--- config.mk ---
export PLATFORM = sky130hd
export DESIGN_NAME = calc_key_latch_flat
export DESIGN_NICKNAME = d
export VERILOG_FILES = /design/src/rtl/calc_key_latch_if.sv /design/src/rtl/calc_key_latch.sv /design/src/flat_wrapper.sv
export SDC_FILE = /design/constraint.sdc
export NUM_CORES = 1
export LEC_CHECK = 0
export ABC_AREA = 1
export CAP_MARGIN = 20
export CORE_MARGIN = 5
export CORE_UTILIZATION = 63
export CTS_BUF_LIST = sky130_fd_sc_hd__clkbuf_2 sky130_fd_sc_hd__clkbuf_4 sky130_fd_sc_hd__clkbuf_8
export DETAILED_ROUTE_END_ITERATION = 8
export PLACE_DENSITY = 0.82
export SLEW_MARGIN = 5
export SYNTH_ARGS = -nofsm -noshare
export SYNTH_HDL_FRONTEND = slang
export SYNTH_SLANG_ARGS = --single-unit
--- constraint.sdc ---
create_clock -name CLOCK_50 -period 2.55 [get_ports CLOCK_50]
set_clock_uncertainty 0.15 [all_clocks]
set_input_delay 0.255 -clock CLOCK_50 [delete_from_list [all_inputs] [get_ports CLOCK_50]]
set_output_delay 0.255 -clock CLOCK_50 [all_outputs]
set_load 0.02 [all_outputs]
--- src/rtl/calc_key_latch_if.sv ---
// Bus between the DE2 pushbutton/switch front end and the calculator input stage.
// The master drives raw keys and switches; the slave presents latched op/a/b.
interface calc_key_latch_if #(
  parameter int W = 4
);
  logic [2:0]     key_n;
  logic [2*W-1:0] sw;
  logic [2:0]     op;
  logic [W-1:0]   a;
  logic [W-1:0]   b;
  logic           load;
  logic           valid;

  modport master (
    output key_n,
    output sw,
    input  op,
    input  a,
    input  b,
    input  load,
    input  valid
  );

  modport slave (
    input  key_n,
    input  sw,
    output op,
    output a,
    output b,
    output load,
    output valid
  );
endinterface

--- src/rtl/calc_key_latch.sv ---
// Calculator input stage: synchronises and debounces KEY[2:0], merges chords into one
// opcode and latches the switch operands once per press event.
module calc_key_latch #(
  parameter int W               = 4,
  parameter int DEBOUNCE_CYCLES = 500000,
  parameter int CHORD_CYCLES    = 1000000
) (
  input  logic             CLOCK_50,
  input  logic             resetn,
  calc_key_latch_if.slave  bus
);

  localparam int DW = (DEBOUNCE_CYCLES > 1) ? $clog2(DEBOUNCE_CYCLES) : 1;
  localparam int CW = (CHORD_CYCLES > 1) ? $clog2(CHORD_CYCLES) : 1;
  localparam logic [DW-1:0] DB_LAST = DW'(DEBOUNCE_CYCLES - 1);
  localparam logic [CW-1:0] CH_LAST = CW'(CHORD_CYCLES - 1);

  typedef enum logic [1:0] {
    ST_IDLE     = 2'd0,
    ST_COLLECT  = 2'd1,
    ST_WAIT_REL = 2'd2
  } state_t;

  logic [2:0]    r_sync1;
  logic [2:0]    r_sync2;
  logic [2:0]    r_stable;
  logic [2:0]    r_press;
  logic [DW-1:0] r_db_cnt [3];

  state_t        r_state;
  logic [2:0]    r_accum;
  logic [CW-1:0] r_timer;
  logic [2:0]    r_op;
  logic [W-1:0]  r_a;
  logic [W-1:0]  r_b;
  logic          r_load;
  logic          r_valid;

  // Two-flop synchroniser for the asynchronous pushbuttons
  always_ff @(posedge CLOCK_50) begin
    if (!resetn) begin
      r_sync1 <= 3'b111;
      r_sync2 <= 3'b111;
    end else begin
      r_sync1 <= bus.key_n;
      r_sync2 <= r_sync1;
    end
  end

  // Per-key debounce; the count only reaches DB_LAST, so it can never wrap
  always_ff @(posedge CLOCK_50) begin
    if (!resetn) begin
      r_stable <= 3'b111;
      r_press  <= 3'b000;
      for (int i = 0; i < 3; i++) begin
        r_db_cnt[i] <= {DW{1'b0}};
      end
    end else begin
      for (int i = 0; i < 3; i++) begin
        r_press[i] <= 1'b0;
        if (r_sync2[i] == r_stable[i]) begin
          r_db_cnt[i] <= {DW{1'b0}};
        end else if (r_db_cnt[i] == DB_LAST) begin
          r_stable[i] <= r_sync2[i];
          r_db_cnt[i] <= {DW{1'b0}};
          r_press[i]  <= ~r_sync2[i];
        end else begin
          r_db_cnt[i] <= r_db_cnt[i] + DW'(1);
        end
      end
    end
  end

  // Chord collection and operand capture
  always_ff @(posedge CLOCK_50) begin
    if (!resetn) begin
      r_state <= ST_IDLE;
      r_accum <= 3'b000;
      r_timer <= {CW{1'b0}};
      r_op    <= 3'b111;
      r_a     <= {W{1'b0}};
      r_b     <= {W{1'b0}};
      r_load  <= 1'b0;
      r_valid <= 1'b0;
    end else begin
      r_load <= 1'b0;
      case (r_state)
        ST_IDLE: begin
          if (|r_press) begin
            r_state <= ST_COLLECT;
            r_accum <= r_press;
            r_timer <= {CW{1'b0}};
          end else begin
            r_state <= ST_IDLE;
          end
        end
        ST_COLLECT: begin
          r_accum <= r_accum | r_press;
          if (r_timer == CH_LAST) begin
            r_op    <= ~r_accum;
            r_a     <= bus.sw[2*W-1:W];
            r_b     <= bus.sw[W-1:0];
            r_load  <= 1'b1;
            r_valid <= 1'b1;
            r_state <= ST_WAIT_REL;
          end else begin
            r_timer <= r_timer + CW'(1);
          end
        end
        ST_WAIT_REL: begin
          if (r_stable == 3'b111) begin
            r_state <= ST_IDLE;
          end else begin
            r_state <= ST_WAIT_REL;
          end
        end
        default: begin
          r_state <= ST_IDLE;
        end
      endcase
    end
  end

  assign bus.op    = r_op;
  assign bus.a     = r_a;
  assign bus.b     = r_b;
  assign bus.load  = r_load;
  assign bus.valid = r_valid;

endmodule

--- src/flat_wrapper.sv ---
// flat-port wrapper written by rule: the top's interface ports become plain ports
module calc_key_latch_flat 
#(
  parameter int W               = 4,
  parameter int DEBOUNCE_CYCLES = 500000,
  parameter int CHORD_CYCLES    = 1000000
)
  (CLOCK_50, resetn, bus_key_n, bus_sw, bus_op, bus_a, bus_b, bus_load, bus_valid);
  calc_key_latch_if #(.W(W)) bus_i ();
  input  logic CLOCK_50;
  input  logic resetn;
  input wire logic [$bits(bus_i.key_n)-1:0] bus_key_n;
  input wire logic [$bits(bus_i.sw)-1:0] bus_sw;
  output wire logic [$bits(bus_i.op)-1:0] bus_op;
  output wire logic [$bits(bus_i.a)-1:0] bus_a;
  output wire logic [$bits(bus_i.b)-1:0] bus_b;
  output wire logic [$bits(bus_i.load)-1:0] bus_load;
  output wire logic [$bits(bus_i.valid)-1:0] bus_valid;
  assign bus_i.key_n = bus_key_n;
  assign bus_i.sw = bus_sw;
  assign bus_op = bus_i.op;
  assign bus_a = bus_i.a;
  assign bus_b = bus_i.b;
  assign bus_load = bus_i.load;
  assign bus_valid = bus_i.valid;
  calc_key_latch #(.W(W), .DEBOUNCE_CYCLES(DEBOUNCE_CYCLES), .CHORD_CYCLES(CHORD_CYCLES)) u_core (.CLOCK_50(CLOCK_50), .resetn(resetn), .bus(bus_i));
endmodule
Yosys cells after proc, flatten, opt, wreduce, memory -nomap -nowiden
Memories as Yosys holds them, arrays and structs flattened.
Index checks and enable logic that the tools add are counted.
{"block": "word_totals", "ff_bits": 50, "mem_bits_rw": 57, "inputBits": 13, "wordCells": 121, "memories": 1}
{"memory": "u_core.r_db_cnt", "depth": 3, "word_bits": 19, "rd": 3, "rd_clocked_by_memory_dff": 0, "write_ports": 3, "line": "calc_key_latch.sv:28", "rtl": "logic [DW-1:0] r_db_cnt [3];"}
{"block": "classes", "addsub": 4, "eq_ne": 13, "mux": 53, "bitwise_logic": 21, "reduce_logical": 13}
{"operator": "19-bit two-way mux", "n": 9}
{"operator": "19-bit by 1-bit adder with 19-bit output, second input constant", "n": 3}
{"operator": "19-bit == test, second input constant", "n": 3}
{"operator": "20-bit two-way mux", "n": 2}
{"operator": "20-bit one-hot mux with 2 select lines", "n": 1}
{"operator": "1-bit two-way mux", "n": 36}
{"operator": "20-bit by 1-bit adder with 20-bit output, second input constant", "n": 1}
{"operator": "20-bit == test, second input constant", "n": 1}
{"operator": "2-bit AND reduction", "n": 6}
{"operator": "3-bit OR reduction", "n": 4}
{"operator": "1-bit inverter", "n": 10}
{"operator": "1-bit OR", "n": 9}
{"operator": "2-bit one-hot mux with 3 select lines", "n": 1}
{"operator": "3-bit one-hot mux with 2 select lines", "n": 1}
{"operator": "2-bit two-way mux", "n": 2}
{"operator": "2-bit by 1-bit != test with 1-bit output, second input constant", "n": 2}
{"operator": "1-bit == test", "n": 3}
{"operator": "3-bit == test, second input constant", "n": 1}
{"operator": "3-bit two-way mux", "n": 1}
{"operator": "3-bit inverter", "n": 1}
{"operator": "3-bit OR", "n": 1}
{"operator": "3-bit AND reduction", "n": 1}
{"operator": "2-bit by 1-bit == test with 1-bit output, second input constant", "n": 1}
{"operator": "2-bit == test, second input constant", "n": 1}
{"operator": "other kinds (3)", "n": 3}

Depth between registers and ports, before layout
Gate-level depths: netlist of run 1.
An unclocked memory read counts as a cell.
{"block": "logic_depth", "ltp_word": 8, "depth_mapped": 11, "ltp_nobuf": 10}

Worst setup path before layout of run 1
Ideal clock, no wire load.
{"block": "synth_timing", "path_kind": "reg2reg", "startpoint": "memory u_core.r_db_cnt[1][0] (netlist bit)", "endpoint": "memory u_core.r_db_cnt[1][9] (netlist bit), data pin", "arrival_ns": 1.379, "required_ns": 2.143, "path_slack_ns": 0.764, "stages_incl_launch_ff": 8, "period_less_slack_ns": 1.786, "cell_sequence": "edfxtp_1 -> ha_1 -> nand2_1 -> nor2_2 -> nand4_1 -> nand2_1 -> buf_2 -> nor2_1"}
{"element": "start: declaration", "line": "calc_key_latch.sv:28"}

Final worst setup path of run 1
{"block": "layout_timing", "startpoint": "register u_core.r_timer[0]", "endpoint": "register u_core.r_b[2], in the netlist u_core.bus.b[2]"}
{"block": "layout_via", "elab_chain_cells": 2}
{"element": "start: declaration", "line": "calc_key_latch.sv:32", "rtl": "logic [CW-1:0] r_timer;"}
{"element": "start signal: assignment", "line": "calc_key_latch.sv:79", "rtl": "r_timer <= {CW{1'b0}};"}
{"element": "start signal: assignment", "line": "calc_key_latch.sv:92", "rtl": "r_timer <= {CW{1'b0}};"}
{"element": "start signal: assignment", "line": "calc_key_latch.sv:107", "rtl": "r_timer <= r_timer + CW'(1);"}
{"element": "20-bit == test", "line": "calc_key_latch.sv:99", "rtl": "if (r_timer == CH_LAST) begin"}
{"element": "2-bit AND reduction (no source line)"}
{"element": "end signal: assignment", "line": "calc_key_latch.sv:82", "rtl": "r_b <= {W{1'b0}};"}
{"element": "end signal: assignment", "line": "calc_key_latch.sv:102", "rtl": "r_b <= bus.sw[W-1:0];"}
{"element": "end: declaration", "line": "calc_key_latch.sv:35", "rtl": "logic [W-1:0] r_b;"}
Every way passes these cells.
A chain may end at the register's enable or synchronous reset.

==> results of run 1 <==
[per-stage QoR]
stage	worst slack [ns]	instances	utilization (%)	hold slack (ns)	instance area (µm²)
global route	0.213	1014	72.5	0.280	6700
floorplan	0.764	851	-	0.212	6160
global placement	0.434	998	70.6	0.246	6530
detailed placement	0.387	998	70.6	0.251	6530
CTS	0.412	1014	72.5	0.271	6700
finish	0.409	1014	72.5	0.272	6700
[path summary, 6_finish.rpt]
kind | startpoint | to | slack [ns] | cells after the start
setup / recovery | u_core.r_timer[0] | u_core.bus.b[2] | 0.41 | 9
hold / removal | u_core.r_sync2[0] | u_core.r_press[0] | 0.27 | 1
setup reg to reg | u_core.r_timer[0] | u_core.bus.b[2] | 0.41 | 9
hold reg to reg | u_core.r_sync2[0] | u_core.r_press[0] | 0.27 | 1
[power groups by stage]
stage / clock network (mW) / logic, mW / registers, mW
4_1_cts: 0.988 / 0.147 / 1.90
3_5_place_dp: 0 / 0.146 / 1.94
6_report: 0.959 / 0.149 / 1.90
5_1_grt: 1.07 / 0.172 / 1.91
2_1_floorplan: 0 / 0.104 / 1.92
3_3_place_gp: 0 / 0.141 / 1.93
[cells in the mapped netlist, drive strengths merged, types with 11 or more instances]
master,instances
dfxtp,50
nand2,188
xor2,14
a21oi,52
o21ai,26
inv,113
edfxtp,57
nand4,24
or2,11
nor2,118
nor3,38
nand3,61
[worst max-delay path, delay by kind of cell, from the launching register on]
family | cells | cell delay, ns
adder cells (fa/ha/maj) | 1 | 0.23
AO/OA/AOI/OAI | 2 | 0.24
buffers and inverters | 2 | 0.41
AND/OR/NAND/NOR | 4 | 0.58
flip-flops | 1 | 0.40
[registers in the layout (all words and copies together), names as in the netlist]
signal	flops
u_core.r_accum	3
u_core.r_press	3
u_core.r_timer	20
u_core.r_sync1	3
u_core.bus.a	4
u_core.r_stable	3
u_core.r_state	2
u_core.r_sync2	3
u_core.bus.valid	1
u_core.r_db_cnt	57
u_core.bus.op	3
u_core.bus.b	4
u_core.bus.load	1
[cells by family (layout without fill, tap and decap cells)]
group	count (synthesis)	in the layout	share of synthesized area (%)
fa+ha+maj	4	4	0.841
compound gates	85	85	8.10
simple gates	452	452	33.9
xor+xnor	19	19	2.80
flops	107	107	45.6
other cells	1	57	0.0630
buf+inv	127	161	8.71
[cell type report]
cell class / instances / area, µm²
clock buffers: 11 / 139
fillers: 733 / 2540
multi-input cells: 617 / 2930
inverters: 114 / 428
clock inverters: 5 / 37.5
repair buffers: 31 / 295
well taps: 129 / 161
flip-flops and latches: 107 / 2710
[routing by layer]
| layer | up-vias | share of wire (%) | track usage, % |
|---|---|---|---|
| met1 | 2405 | 44 | 30.0 |
| met4 | 0 | 1.6 | 7.76 |
| li1 | 2705 | - | - |
| met2 | 170 | 48 | 40.3 |
| met3 | 25 | 5.7 | 4.64 |
| met5 | - | 0 | 0 |
==> flow_metrics.py, run 1 <==
metrics = {
    "power": {
        "p_seq_share_pct": 63.1,
        "ir_drop_mv": 0.417,
        "power_frac_comb_pct": 5.0,
        "clock_power_share_pct": 31.9,
        "internal_power_mw": 2.29,
        "leakage_nw": 2.72,
        "power_mw": 3.01,
        "power_density_nw_per_um2": 449,
        "swShare_pct": 23.8,
        "p_sw_mw": 0.715,
    },
    "grt": {
        "grt_pass1_vias": 5044,
        "grt_usage_pct": 23.6,
        "antenna_found_initial": 0,
        "grt_overflow": 0,
        "grt_max_degree": 29,
        "grt_first_pass_wirelength_um": 22200,
    },
    "setup_path": {
        "cpPeakStageDelay_ns": 0.40,
        "start_kind": "flop",
        "crit_chain": "ha_1 -> nand2_1 -> clkinv_1 -> nand3_2 -> nor2_2 -> nand3_2 -> buf_4 -> o21ai_1 -> a21oi_1",
        "slowest_stage": "dfxtp_1",
        "crit_required_ns": 2.65,
        "critPathKind": "flop to flop",
        "path_common_cell": "nand3_2",
        "end_kind": "flop",
        "critPathMaxFanout": 17,
        "cp_data_arrival_time_ns": 2.25,
    },
    "yosys": {
        "syn_area_um2": 5950,
        "syn_inst": 795,
        "seq_area_frac_synth_pct": 45.6,
        "ys_types": 40,
        "synth_edf_count": 57,
        "yosysWarningCount": 0,
        "syn_avg_cell_area_um2": 7.48,
        "synthFlopType": "edfxtp_1",
        "synth.area.top_cells": "edfxtp_1 (29%), dfxtp_1 (17%), nand2_1 (12%)",
        "async_reset_ff_share_pct": 0,
        "synth_top_area_share_pct": 28.8,
        "ys_ff_latch": 107,
        "synth_area_leader_cell": "edfxtp_1",
    },
    "run": {
        "maxCapViolations": 0,
    },
    "routing": {
        "via_count": 5305,
        "drc": 0,
        "wl_per_cell_um": 12.4,
        "firstDrtPassIters": 5,
        "viasPerCell": 5.23,
        "ant_nets": 0,
        "routed_wl_um": 12600,
        "drtIter0Drc": 305,
    },
    "timing": {
        "setup-tns-final_ns": 0,
        "tightest_slew_ns": 0.502,
        "slew_viol_final": 0,
        "finalSetupViolCount": 0,
        "fin_crit_ns": 2.14,
        "rsz0062_at_grt": "no",
        "clock.fmax_ghz": 0.467,
        "relSlewSlack_pct": 66.5,
        "post-route-period-util_pct": 84.0,
        "hold_viol_final": 0,
    },
    "clock_network": {
        "root_buffer": "clkbuf_8",
        "postCtsSetupRepairBufs": 0,
        "clock_path_buffers": 2,
        "cts_resized": 0,
        "clk_latency_ns": 0.37,
        "htreeDepth": 3,
        "path_clk_slew_ns": 0.10,
        "cts_tree": "built",
        "cts_hold_buf": 0,
        "cts_inserted_buffers": 9,
        "cts_sinks": 107,
    },
    "floorplanning": {
        "core_area_um2": 9240,
        "dieArea_um2": 11500,
        "die_w_um": 107,
        "ioPinCount": 26,
        "start_util_pct": 64.4,
        "rows": 35,
        "fp.dieH_um": 107,
    },
    "placed_design": {
        "numPortBuffers": 25,
        "gp_congestion": 0.931,
        "dp.final_hpwl_um": 9570,
    },
    "final_layout": {
        "final_nets": 897,
        "final_cell_mix": "nand2_1 (184), nor2_1 (108), inv_1 (107)",
        "area_delta_synth_final_pct": 12.7,
        "drive_gt1_share_pct": 7.01,
        "final_common_cell": "nand2_1",
        "diodes": 0,
    },
    "outcome": {
        "outcome": "completed",
    },
    "worst_hold_path": {
        "hold_path_class": "flop to flop",
    },
}
No activity file was read; power rests on OpenSTA's default activity.
==> run 2: changes to the inputs <==
--- a/config.mk
+++ b/config.mk
@@ -8,10 +8,10 @@
 export ABC_AREA = 1
 export CAP_MARGIN = 20
 export CORE_MARGIN = 5
-export CORE_UTILIZATION = 63
+export CORE_UTILIZATION = 57
 export CTS_BUF_LIST = sky130_fd_sc_hd__clkbuf_2 sky130_fd_sc_hd__clkbuf_4 sky130_fd_sc_hd__clkbuf_8
 export DETAILED_ROUTE_END_ITERATION = 8
-export PLACE_DENSITY = 0.82
+export PLACE_DENSITY = 0.79
 export SLEW_MARGIN = 5
 export SYNTH_ARGS = -nofsm -noshare
 export SYNTH_HDL_FRONTEND = slang
==> constraint.sdc (replaced) <==
create_clock -name CLOCK_50 -period 1.9 [get_ports CLOCK_50]
set_clock_uncertainty 0.15 [all_clocks]
set_input_delay 0.19 -clock CLOCK_50 [delete_from_list [all_inputs] [get_ports CLOCK_50]]
set_output_delay 0.19 -clock CLOCK_50 [all_outputs]
set_load 0.02 [all_outputs]
==> run 2 against run 1 <==
Register-to-register slack got worse by 0.39 ns. Count of clock-buffer cells in the layout increased by 2. Hold slack got worse by 0.017 ns. Final cell count increased by 6.9%. Wire length increased by 10%. Die area increased by 9.5%. Combinational power increased by 85%. Via count increased by 4.8%. Sequential cell count unchanged. Global-route usage decreased by 2.0 points. Non-clock buffer count increased by 62.
==> flow_metrics.py, run 2 (same netlist as run 1, synthesis figures left out) <==
metrics = {
    "outcome": {
        "outcome": "completed",
    },
    "power": {
        "power_mw": 4.26,
        "power_density_nw_per_um2": 581,
        "leakage_nw": 3.05,
        "ir_drop_mv": 0.382,
    },
    "setup_path": {
        "critPathKind": "flop to flop",
        "crit_chain": "buf_4 -> nand3_1 -> nor2_2 -> nand2_1 -> nor2_4 -> nand2_1 -> nor2_1 -> nand2_1 -> nand3_1 -> inv_1",
        "cpPeakStageDelay_ns": 0.41,
        "cp_data_arrival_time_ns": 1.88,
        "path_common_cell": "nand2_1",
        "start_kind": "flop",
        "critPathMaxFanout": 3,
        "slowest_stage": "edfxtp_1",
        "end_kind": "flop",
        "crit_required_ns": 1.90,
        "cpLargestDelayFamily": "simple AND/OR/NAND/NOR gates",
        "path_buf_inv": 2,
    },
    "clock_network": {
        "cts_tree": "built",
        "htreeDepth": 3,
        "path_clk_slew_ns": 0.10,
        "clk_latency_ns": 0.39,
        "cts_inserted_buffers": 9,
        "cts_sinks": 107,
        "root_buffer": "clkbuf_8",
        "clock_path_buffers": 2,
    },
    "timing": {
        "slew_viol_final": 0,
        "fin_crit_ns": 1.88,
        "finalSetupViolCount": 0,
        "rsz0062_at_grt": "yes",
        "post-route-period-util_pct": 99.1,
        "clock.fmax_ghz": 0.531,
        "holdWs_ns": 0.254,
        "hold_viol_final": 0,
    },
    "final_layout": {
        "final_common_cell": "nand2_1",
        "final_nets": 960,
        "fillers": 836,
        "largest_reg_flops": 57,
        "drive_gt1_share_pct": 16.5,
        "area_delta_synth_final_pct": 23.3,
        "top_register": "u_core.r_db_cnt",
        "reg_top3": "u_core.r_db_cnt: 57 flops, u_core.r_timer: 20 flops",
        "final_area_um2": 7340,
        "diodes": 0,
        "final_cell_mix": "nand2_1 (177), inv_1 (101), nor2_1 (96)",
    },
    "worst_hold_path": {
        "hold_path_class": "primary input to flop",
    },
    "routing": {
        "viasPerCell": 5.13,
        "routed_wl_um": 13900,
        "firstDrtPassIters": 5,
        "ant_nets": 0,
        "drtIter0Drc": 343,
        "via_count": 5558,
        "drc": 0,
        "wl_per_cell_um": 12.8,
    },
    "grt": {
        "grt_max_degree": 22,
        "antenna_found_initial": 0,
        "grt_first_pass_wirelength_um": 22800,
        "grt_usage_pct": 21.6,
        "grt_pass1_vias": 5222,
        "grt_overflow": 0,
    },
    "placed_design": {
        "placed_cell_area_um2": 6830,
        "gp_congestion": 0.990,
        "dp.final_hpwl_um": 10100,
        "numPortBuffers": 25,
    },
    "floorplanning": {
        "die_w_um": 112,
        "dieArea_um2": 12600,
        "fp.dieH_um": 112,
        "start_util_pct": 58.1,
        "rows": 37,
        "core_area_um2": 10200,
        "ioPinCount": 26,
    },
    "run": {
        "maxCapViolations": 0,
    },
}
## run 2: cell count changes in the layout (fill, tap and decap cells not counted), moves of 5 or more
| cell | previous run | this run |
|---|---|---|
| inv_2 | 6 | 11 |
| nand2_2 | 3 | 9 |
| inv_1 | 107 | 101 |
| nor2_1 | 108 | 96 |
| nor2_2 | 8 | 18 |
| buf_4 | 6 | 63 |
| nand2_1 | 184 | 177 |
## run 2: metrics by stage
step | setup TNS (ns) | cells | utilization (%) | setup WS (ns)
after floorplan | 0 | 851 | - | 0.114
after global placement | 0 | 1045 | 66.8 | 0.0000434
after detailed placement | -0.171 | 1045 | 66.8 | -0.0511
after CTS | 0 | 1064 | 69.1 | 0.00235
after global routing | -0.412 | 1084 | 71.7 | -0.0984
final | 0 | 1084 | 71.7 | 0.0175
## run 2: power by group
group / switching [mW] / total [mW] / internal, mW
sequential: 0.0498 / 2.54 / 2.49
combinational: 0.154 / 0.275 / 0.122
clock: 0.764 / 1.45 / 0.685
total: 0.967 / 4.26 / 3.29
## run 2: cell type report
type                       count  area (µm²)  area share (%)
clock inverter                 3        38.8           0.529
clock buffer                  13         160            2.18
tap                          136         170            2.32
inverter                     114         430            5.87
timing repair buffer          93         792            10.8
sequential                   107        2710            37.0
multi-input combinational    618        3030            41.3
## run 2: path summary, 6_finish.rpt
kind / start / slack, ns / endpoint / depth (start not counted)
max: u_core.r_db_cnt[1][0] / 0.02 / u_core.r_db_cnt[1][15] / 10
min: bus_key_n[2] / 0.25 / u_core.r_sync1[2] / 2
max reg2reg: u_core.r_db_cnt[1][0] / 0.02 / u_core.r_db_cnt[1][15] / 10
min reg2reg: u_core.r_sync1[1] / 0.27 / u_core.r_sync2[1] / 1
## run 2: routing by layer
| layer | global-route usage, % | share of wire, % | vias up |
|---|---|---|---|
| li1 | - | - | 2831 |
| met1 | 26.3 | 43 | 2540 |
| met2 | 38.3 | 50 | 161 |
| met3 | 3.13 | 4.7 | 26 |
| met4 | 8.89 | 2.3 | 0 |
| met5 | 0 | 0 | - |
## run 2: worst reg2reg max path, stage by stage (launching register included)
cell	delay, ns
edfxtp_1	0.41
buf_4	0.13
nand3_1	0.11
nor2_2	0.19
nand2_1	0.15
nor2_4	0.15
nand2_1	0.11
nor2_1	0.09
nand2_1	0.05
nand3_1	0.07
inv_1	0.04
## run 2: what timing repair did
item | CTS | global route
hold endpoints to repair | 0 | 0
resized for setup | 1 | 44
gates cloned | 0 | 1
setup endpoints to repair | 10 | 63
pin swaps | 1 | 8
hold buffers | 0 | 0
buffers inserted | 3 | 19
